==> config.mk <==
export PLATFORM = sky130hd
export DESIGN_NAME = image_crop_stream
export DESIGN_NICKNAME = d
export VERILOG_FILES = /design/src/rtl/crop_pkg.sv /design/src/rtl/crop_out_reg.sv /design/src/rtl/image_crop_stream.sv
export SDC_FILE = /design/constraint.sdc
export NUM_CORES = 1
export LEC_CHECK = 0
export ABC_AREA = 1
export ABC_CLOCK_PERIOD_IN_PS = 6000
export BUFFER_PORTS_ARGS = -buffer_cell sky130_fd_sc_hd__buf_2
export CELL_PAD_IN_SITES_DETAIL_PLACEMENT = 0
export CELL_PAD_IN_SITES_GLOBAL_PLACEMENT = 2
export CORE_AREA = 3 3 113 158
export CTS_CLUSTER_SIZE = 14
export DETAILED_ROUTE_END_ITERATION = 7
export DIE_AREA = 0 0 116 161
export HOLD_SLACK_MARGIN = 0.03
export PLACE_DENSITY_LB_ADDON = 0.1
export SLEW_MARGIN = 20
export SYNTH_ARGS = -nofsm -noshare
export SYNTH_HDL_FRONTEND = slang
export SYNTH_HIERARCHICAL = 1
export SYNTH_SLANG_ARGS = --single-unit
==> constraint.sdc <==
create_clock -name ap_clk -period 6 [get_ports ap_clk]
set_input_delay 0.6 -clock ap_clk [delete_from_list [all_inputs] [get_ports ap_clk]]
set_output_delay 0.6 -clock ap_clk [all_outputs]
set_load 0.05 [all_outputs]
==> src/rtl/crop_pkg.sv <==
// crop_pkg: shared types for image_crop_stream (pixel word, crop origin,
// frame FSM state) plus the origin clamp helper.
package crop_pkg;

    localparam int PIX_W = 16;
    localparam int ORG_W = 16;

    typedef logic [PIX_W-1:0] pixel_t;
    typedef logic [ORG_W-1:0] origin_t;

    typedef enum logic [1:0] {
        ST_IDLE  = 2'd0,
        ST_RUN   = 2'd1,
        ST_DRAIN = 2'd2
    } state_e;

    // Pull an origin back so the whole window stays inside the frame.
    function automatic origin_t clamp_origin(input origin_t org, input origin_t max_org);
        return (org > max_org) ? max_org : org;
    endfunction

endpackage

==> src/rtl/crop_out_reg.sv <==
// crop_out_reg: one-deep output register slice for a single crop stream.
// A load overwrites the slice; the top only loads when the slice is empty
// or being drained this cycle, so nothing is lost.
// Optional CROP_TLAST_EN adds the end-of-window marker.
module crop_out_reg #(
    parameter int W = 16
) (
    input  logic         clk,
    input  logic         rst_n,
    input  logic         load,
    input  logic [W-1:0] din,
`ifdef CROP_TLAST_EN
    input  logic         last_in,
    output logic         last,
`endif
    input  logic         ready,
    output logic         valid,
    output logic [W-1:0] data
);

    // Hold one beat until the consumer takes it; a load wins over a drain.
    always_ff @(posedge clk or negedge rst_n) begin
        if (!rst_n) begin
            valid <= 1'b0;
            data  <= '0;
`ifdef CROP_TLAST_EN
            last  <= 1'b0;
`endif
        end else if (load) begin
            valid <= 1'b1;
            data  <= din;
`ifdef CROP_TLAST_EN
            last  <= last_in;
`endif
        end else if (ready) begin
            valid <= 1'b0;
`ifdef CROP_TLAST_EN
            last  <= 1'b0;
`endif
        end
    end

endmodule

==> src/rtl/image_crop_stream.sv <==
// image_crop_stream: consumes one raster-order frame per ap_start and
// forwards the pixels inside each of NUM_CROPS windows to its own stream.
// Overlapping windows all receive a shared pixel in the same cycle; the
// input stalls only when a window that wants the current pixel is full.
// Define CROP_TLAST_EN to add out_TLAST on the last beat of each window.
module image_crop_stream
    import crop_pkg::*;
#(
    parameter int FP_TOTAL  = PIX_W,
    parameter int IN_ROWS   = 100,
    parameter int IN_COLS   = 160,
    parameter int OUT_ROWS  = 48,
    parameter int OUT_COLS  = 48,
    parameter int NUM_CROPS = 1
) (
    input  logic                                ap_clk,
    input  logic                                ap_rst_n,
    input  logic                                ap_start,
    output logic                                ap_done,
    output logic                                ap_idle,
    output logic                                ap_ready,
    input  logic [FP_TOTAL-1:0]                 in_TDATA,
    input  logic                                in_TVALID,
    output logic                                in_TREADY,
    input  logic [NUM_CROPS-1:0][15:0]          crop_y,
    input  logic [NUM_CROPS-1:0][15:0]          crop_x,
    output logic [NUM_CROPS-1:0][FP_TOTAL-1:0]  out_TDATA,
    output logic [NUM_CROPS-1:0]                out_TVALID,
`ifdef CROP_TLAST_EN
    output logic [NUM_CROPS-1:0]                out_TLAST,
`endif
    input  logic [NUM_CROPS-1:0]                out_TREADY
);

    localparam origin_t MAX_Y    = origin_t'(IN_ROWS - OUT_ROWS);
    localparam origin_t MAX_X    = origin_t'(IN_COLS - OUT_COLS);
    localparam origin_t WIN_H    = origin_t'(OUT_ROWS);
    localparam origin_t WIN_W    = origin_t'(OUT_COLS);
    localparam origin_t LAST_ROW = origin_t'(IN_ROWS - 1);
    localparam origin_t LAST_COL = origin_t'(IN_COLS - 1);

    state_e                      state;
    origin_t                     row, col;
    origin_t [NUM_CROPS-1:0]     org_y, org_x;
    logic    [NUM_CROPS-1:0]     hit, stall;
    logic                        accept, frame_end;

    // Window membership of the pixel at (row,col) and back-pressure per window.
    always_comb begin
        hit   = '0;
        stall = '0;
        for (int k = 0; k < NUM_CROPS; k++) begin
            hit[k]   = (row >= org_y[k]) && (row < org_y[k] + WIN_H) &&
                       (col >= org_x[k]) && (col < org_x[k] + WIN_W);
            stall[k] = hit[k] && out_TVALID[k] && !out_TREADY[k];
        end
    end

    assign in_TREADY = (state == ST_RUN) && !(|stall);
    assign accept    = in_TREADY && in_TVALID;
    assign frame_end = (row == LAST_ROW) && (col == LAST_COL);
    assign ap_idle   = (state == ST_IDLE);

    // Frame sequencing, raster position and origin capture.
    always_ff @(posedge ap_clk or negedge ap_rst_n) begin
        if (!ap_rst_n) begin
            state    <= ST_IDLE;
            row      <= '0;
            col      <= '0;
            org_y    <= '0;
            org_x    <= '0;
            ap_done  <= 1'b0;
            ap_ready <= 1'b0;
        end else begin
            ap_done  <= 1'b0;
            ap_ready <= 1'b0;
            case (state)
                ST_IDLE: begin
                    if (ap_start) begin
                        for (int k = 0; k < NUM_CROPS; k++) begin
                            org_y[k] <= clamp_origin(crop_y[k], MAX_Y);
                            org_x[k] <= clamp_origin(crop_x[k], MAX_X);
                        end
                        row      <= '0;
                        col      <= '0;
                        ap_ready <= 1'b1;
                        state    <= ST_RUN;
                    end
                end
                ST_RUN: begin
                    if (accept) begin
                        if (col == LAST_COL) begin
                            col <= '0;
                            row <= row + origin_t'(1);
                        end else begin
                            col <= col + origin_t'(1);
                        end
                        if (frame_end) state <= ST_DRAIN;
                    end
                end
                ST_DRAIN: begin
                    if (!(|out_TVALID)) begin
                        ap_done <= 1'b1;
                        state   <= ST_IDLE;
                    end
                end
                default: state <= ST_IDLE;
            endcase
        end
    end

`ifdef CROP_TLAST_EN
    localparam origin_t WIN_H_M1 = origin_t'(OUT_ROWS - 1);
    localparam origin_t WIN_W_M1 = origin_t'(OUT_COLS - 1);
    logic [NUM_CROPS-1:0] tail;

    // Bottom-right pixel of each window leaves with TLAST set.
    always_comb begin
        tail = '0;
        for (int k = 0; k < NUM_CROPS; k++)
            tail[k] = (row == org_y[k] + WIN_H_M1) && (col == org_x[k] + WIN_W_M1);
    end
`endif

    for (genvar k = 0; k < NUM_CROPS; k++) begin : g_crop
        crop_out_reg #(.W(FP_TOTAL)) u_reg (
            .clk     (ap_clk),
            .rst_n   (ap_rst_n),
            .load    (accept && hit[k]),
            .din     (in_TDATA),
`ifdef CROP_TLAST_EN
            .last_in (tail[k]),
            .last    (out_TLAST[k]),
`endif
            .ready   (out_TREADY[k]),
            .valid   (out_TVALID[k]),
            .data    (out_TDATA[k])
        );
    end

endmodule

# Yosys cells after proc, flatten, opt, wreduce, memory -nomap -nowiden
# Cells that the tools add are included.
[word_totals] inputBits=53 word_cells=66 regBits=85 output_inout_bits=21
[classes] add_sub_neg=4 reduce_logical=18 n_eq_ne=9 order_cmp=6 n_mux=20
[op_table] cell="two-way mux 16 bit" count=7
[op_table] cell="case mux 16 bit (2 select lines)" count=2
[op_table] cell="adder 16 x 1 -> 16 bit (second input constant)" count=2
[op_table] cell="adder 16 x 6 -> 16 bit (second input constant)" count=2
[op_table] cell="greater-or-equal comparator 16 bit" count=2
[op_table] cell="< comparator 16 bit" count=2
[op_table] cell="== test 16 x 7 -> 1 bit (second input constant)" count=1
[op_table] cell="== test 16 x 8 -> 1 bit (second input constant)" count=1
[op_table] cell="> comparator 16 x 6 -> 1 bit (second input constant)" count=1
[op_table] cell="> comparator 16 x 7 -> 1 bit (second input constant)" count=1
[op_table] cell="logical AND 1 bit" count=9
[op_table] cell="two-way mux 2 bit" count=4
[op_table] cell="inequality test 2 bit (second input constant)" count=4
[op_table] cell="AND reduction 4 bit" count=2
[op_table] cell="two-way mux 1 bit" count=6
[op_table] cell="case mux 2 bit (3 select lines)" count=1
[op_table] cell="nonzero test 2 bit" count=2
[op_table] cell="AND reduction 3 bit" count=1
[op_table] cell="== test 2 x 1 -> 1 bit (second input constant)" count=1
[op_table] cell="== test 2 bit (second input constant)" count=1
[op_table] cell="logical NOT 1 bit" count=2
[op_table] cell="logical NOT 2 bit" count=1
[op_table] cell="inequality test 2 x 1 -> 1 bit (second input constant)" count=1
[op_table] cell="AND reduction 2 bit" count=1

# Depth between registers and ports, before layout
[depth] word_depth=12 mapped_depth=26 mapped_depth_nobuf=24

# Cells and area by module
# The synthesis kept the hierarchy.
[modules_own_cells] module="image_crop_stream" instances=1 seq_area_each_um2=1701.6 cells_per_inst=721 area_per_inst_um2=5412.7
[modules_own_cells] module="crop_out_reg" instances=1 seq_area_each_um2=425.4 cells_per_inst=72 area_per_inst_um2=675.6

# Least setup slack after synthesis
# No wires, ideal clock.
[synth_path] path_type="flip-flop to output port" from="reg org_x[4] (netlist bit)" to="out in_TREADY" arrival_time_ns=2.687 slack_ns=2.713 path_stages_with_launch=20 n_path_buf=0 required_ns=5.400 path_cell_list="dfrtp_1 > inv_1 > ha_1 > or2_2 > nor2_1 > nand4_1 > nor2_1 > nand3_1 > xor2_1 > ha_1 > nand2_1 > inv_1 > nand3_1 > a21oi_1 > nor2_1 > nand2_1 > nor2_2 > nand4_2 > nand2_1 > inv_1"
[synth_via] elab_chain_cells=7 word_cells_on_any_way=9 cone_classes="add/sub (1); order compare (2); reduce/logical (6)"
[synth_lines] element="start: declaration" line="image_crop_stream.sv:44" text="origin_t [NUM_CROPS-1:0] org_y, org_x;"
[synth_lines] element="start signal: indexed assignment" line="image_crop_stream.sv:82" text="org_x[k] <= clamp_origin(crop_x[k], MAX_X);"
[synth_lines] element="adder 16 x 6 -> 16 bit / greater-or-equal comparator 16 bit (equally long branches)" line="image_crop_stream.sv:54" text="(col >= org_x[k]) && (col < org_x[k] + WIN_W);"
[synth_lines] element="< comparator 16 bit / logical AND 1 bit (equally long branches)" line="image_crop_stream.sv:54, image_crop_stream.sv:53"
[synth_lines] element="logical AND 1 bit *" line="image_crop_stream.sv:54"
[synth_lines] element="logical AND 1 bit * (2 in series)" line="image_crop_stream.sv:55" text="stall[k] = hit[k] && out_TVALID[k] && !out_TREADY[k];"
[synth_lines] element="logical NOT 1 bit *" line="image_crop_stream.sv:59" text="assign in_TREADY = (state == ST_RUN) && !(|stall);"
[synth_lines] element="logical AND 1 bit *" line="image_crop_stream.sv:59"
[synth_lines] element="end: declaration" line="image_crop_stream.sv:24" text="output logic in_TREADY,"
# Every way passes the cells marked *; elsewhere a longest branch is shown, timed or not.

# Final worst setup path
# Ends and elaborated chain as after synthesis.

==> metrics <==
status=completed; CTS tree=done; CP Launch Type=flip-flop; average size of a mapped cell=7.68 um2; Crit Path Max Fanout=4; vias in the first global route=5,401; Hold Fails Final Rpt=0; maxcap violations=0; post-DR wirelength/cell=15.4 um; largest net degree at the start of global routing=49; setup TNS=0 ns; clock-pin transition on the worst setup and hold timing paths=0.07 ns; Setup CP Type=flip-flop to primary output; mux cell area share after synthesis=0; Hold WS=0.215 ns; RSZ-0062 raised after global routing=false; max frequency=0.248 GHz; Area after DPL=6550 um2; Setup Buffers After CTS=0; clk root buf=clkbuf_16; total gr overflow=0; Least-Margin Pin Slew=0.811 ns; final WL=16,400 um; Filler cells=1,776; Final setup viols=0; CP max stage delay=0.35 ns; CTS-repair resized insts=0; H-tree Lvls=3; post-placement setup slack=1.97 ns; Seq cells post-synth=85; PD cells=222 nW/um2; FP Rows=56; post-synthesis adder-cell area fraction=0.123; Post-Synthesis Cell Area=6090 um2; antenna violations before repair=0; Final Critical Period=4.04 ns; Post-Synthesis Cells=793; area of the die=18,700 um2; WL met3=489 um; most frequent cells in the layout=nand2_1, inv_1, dfrtp_1, buf_2, nor2_1; Layout Skew=0.00731 ns; hold buffers post-CTS=0; number of DRC markers in iteration 0=227; crit end category=primary output; GPL Wtd Cong=0.768; max_slew headroom=0.457; Clk Latency, worst-skew pair=0.35 ns; Die W=116 um; Synth Area in XOR/XNOR=0.0302; syn nets=906; Layout Nets=970; P_leak=3.70 nW; Slew Viols, Final=0; CP Cell Sequence=inv_1, ha_1, or2_2, nor2_1, nand4_1, nor2_1, nand3_1, xor2_1, ha_1, nand2_1, inv_1, nand3_1, a21oi_1, nor2_1, nand2_1, nor2_2, nand4_2, nand2_1, inv_1, buf_2; Total Routing Usage GR=0.184; Netlist cell types=47; P&R area growth vs syn=12.9%; Simple-Gate Fraction of Synth Area=0.336; Post-Route M1 WL=6600 um; total CTS buffers=9; Std-Cell Core Area=16,700 um2; antenna viol nets, final=0; CTS Sinks=85; CP required=5.40 ns; cell area after layout=6880 um2; # diodes=0; Compound-Gate Fraction of Synth Area=0.0721; via density per instance=5.05; largest family of logic cells by synthesized area=simple AND/OR/NAND/NOR gates; hpwl dp=12,300 um; DRC viols=0; Slowest-stage cell, CP=dfrtp_1; critical path data arrival time=3.44 ns; register area share after synthesis=0.349; Vias=5,373; max layer used=met4; die height=161 um; global-route wire length before repair=27,200 um; maximum vdd drop=0.000134 V; YS warnings=6; CTS Buffer Depth=2; most common cell after layout, fill and taps aside=nand2_1; PortBufs=73; IO Count=74; met2 WL=9020 um; drt first pass iters=5; Final period util=0.673; initial core utilization=0.365; Worst Hold Class=primary input to async pin; layout cell share with drive strength beyond 1=0.149; setup ws final=1.96 ns
final cells by class:
| cell class | count | area [um2] | share of cell area |
|---|---|---|---|
| clock inverters | 5 | 85.1 | 0.0124 |
| well taps | 203 | 254 | 0.0369 |
| repair buffers | 75 | 383 | 0.0557 |
| flip-flops and latches | 85 | 2130 | 0.309 |
| multi-input cells | 589 | 3420 | 0.497 |
| clock buffers | 10 | 239 | 0.0348 |
| inverters | 97 | 372 | 0.0540 |
path summary, 6_finish.rpt:
kind | startpoint | endpoint | slack, ns | cells after the start
min in group ap_clk | in_TDATA[5] | g_crop[0].u_reg/data[5] | 0.45 | 3
min reg2reg | g_crop[0].u_reg/data[15] | g_crop[0].u_reg/data[15] | 0.47 | 2
max reg2reg | org_x[4] | g_crop[0].u_reg/data[10] | 2.06 | 23
min | ap_rst_n | org_x[6] | 0.22 | 1
max | org_x[4] | in_TREADY | 1.96 | 20
max in group asynchronous | ap_rst_n | row[6] | 4.72 | 2
flip-flops by register name, indices dropped and copies added (netlist names):
| register | flops |
|---|---|
| col | 16 |
| g_crop.u_reg/data | 16 |
| org_x | 16 |
| org_y | 16 |
| row | 16 |
| state | 2 |
| ap_done | 1 |
| ap_ready | 1 |
| g_crop.u_reg/valid | 1 |
metal layers:
metal / up-vias / track usage
met5: - / 0
met2: 92 / 0.344
li1: 2754 / -
met1: 2515 / 0.212
met3: 12 / 0.0337
met4: 0 / 0.0485
metrics by stage:
stage | util | power, mW | cells
final | 0.412 | 1.53 | 1064
after global routing | 0.412 | 1.63 | 1064
after CTS | 0.412 | 1.56 | 1064
after detailed placement | 0.393 | 0.926 | 1049
after global placement | 0.393 | 0.919 | 1049
after floorplan | - | 0.836 | 793
power breakdown:
part	internal [mW]	switching (mW)	total, mW
sequential	0.610	0.0454	0.655
clock	0.375	0.243	0.619
combinational	0.101	0.155	0.255
critical path: cells and delay by family (launching register included):
kind | cells | cell delay [ns]
simple gates | 12 | 1.45
buf+inv | 4 | 0.50
fa+ha+maj | 2 | 0.48
flops | 1 | 0.35
xor+xnor | 1 | 0.16
compound gates | 1 | 0.14
Yosys cell counts, drive strengths merged:
| library cell | number | area (um2) |
|---|---|---|
| nand2 | 226 | 883 |
| inv | 95 | 364 |
| dfrtp | 85 | 2130 |
| nor2 | 78 | 325 |
| ha | 60 | 751 |
| nand4 | 52 | 332 |
| a21oi | 35 | 186 |
| nand3 | 35 | 215 |
| o21ai | 23 | 115 |
| nor3 | 21 | 143 |
| xor2 | 19 | 166 |
| buf | 16 | 130 |
| nor4 | 11 | 90.1 |
| clkbuf | 6 | 42.5 |
| o31ai | 6 | 45.0 |
| nor3b | 4 | 30.0 |
| o22ai | 4 | 25.0 |
| o21a | 3 | 22.5 |
| or2 | 3 | 18.8 |
| a31oi | 2 | 12.5 |
| clkinv | 2 | 7.51 |
| xnor2 | 2 | 17.5 |
| a21o | 1 | 7.51 |
| and3 | 1 | 6.26 |
| o2111ai | 1 | 8.76 |
| o21bai | 1 | 7.51 |
| o41ai | 1 | 8.76 |
cell families (layout without fill, tap and decap cells):
group | after synthesis | count (layout)
simple gates | 431 | 431
buf+inv | 119 | 187
flops | 85 | 85
compound gates | 77 | 77
fa+ha+maj | 60 | 60
xor+xnor | 21 | 21
(Power assumes the default switching activity.)
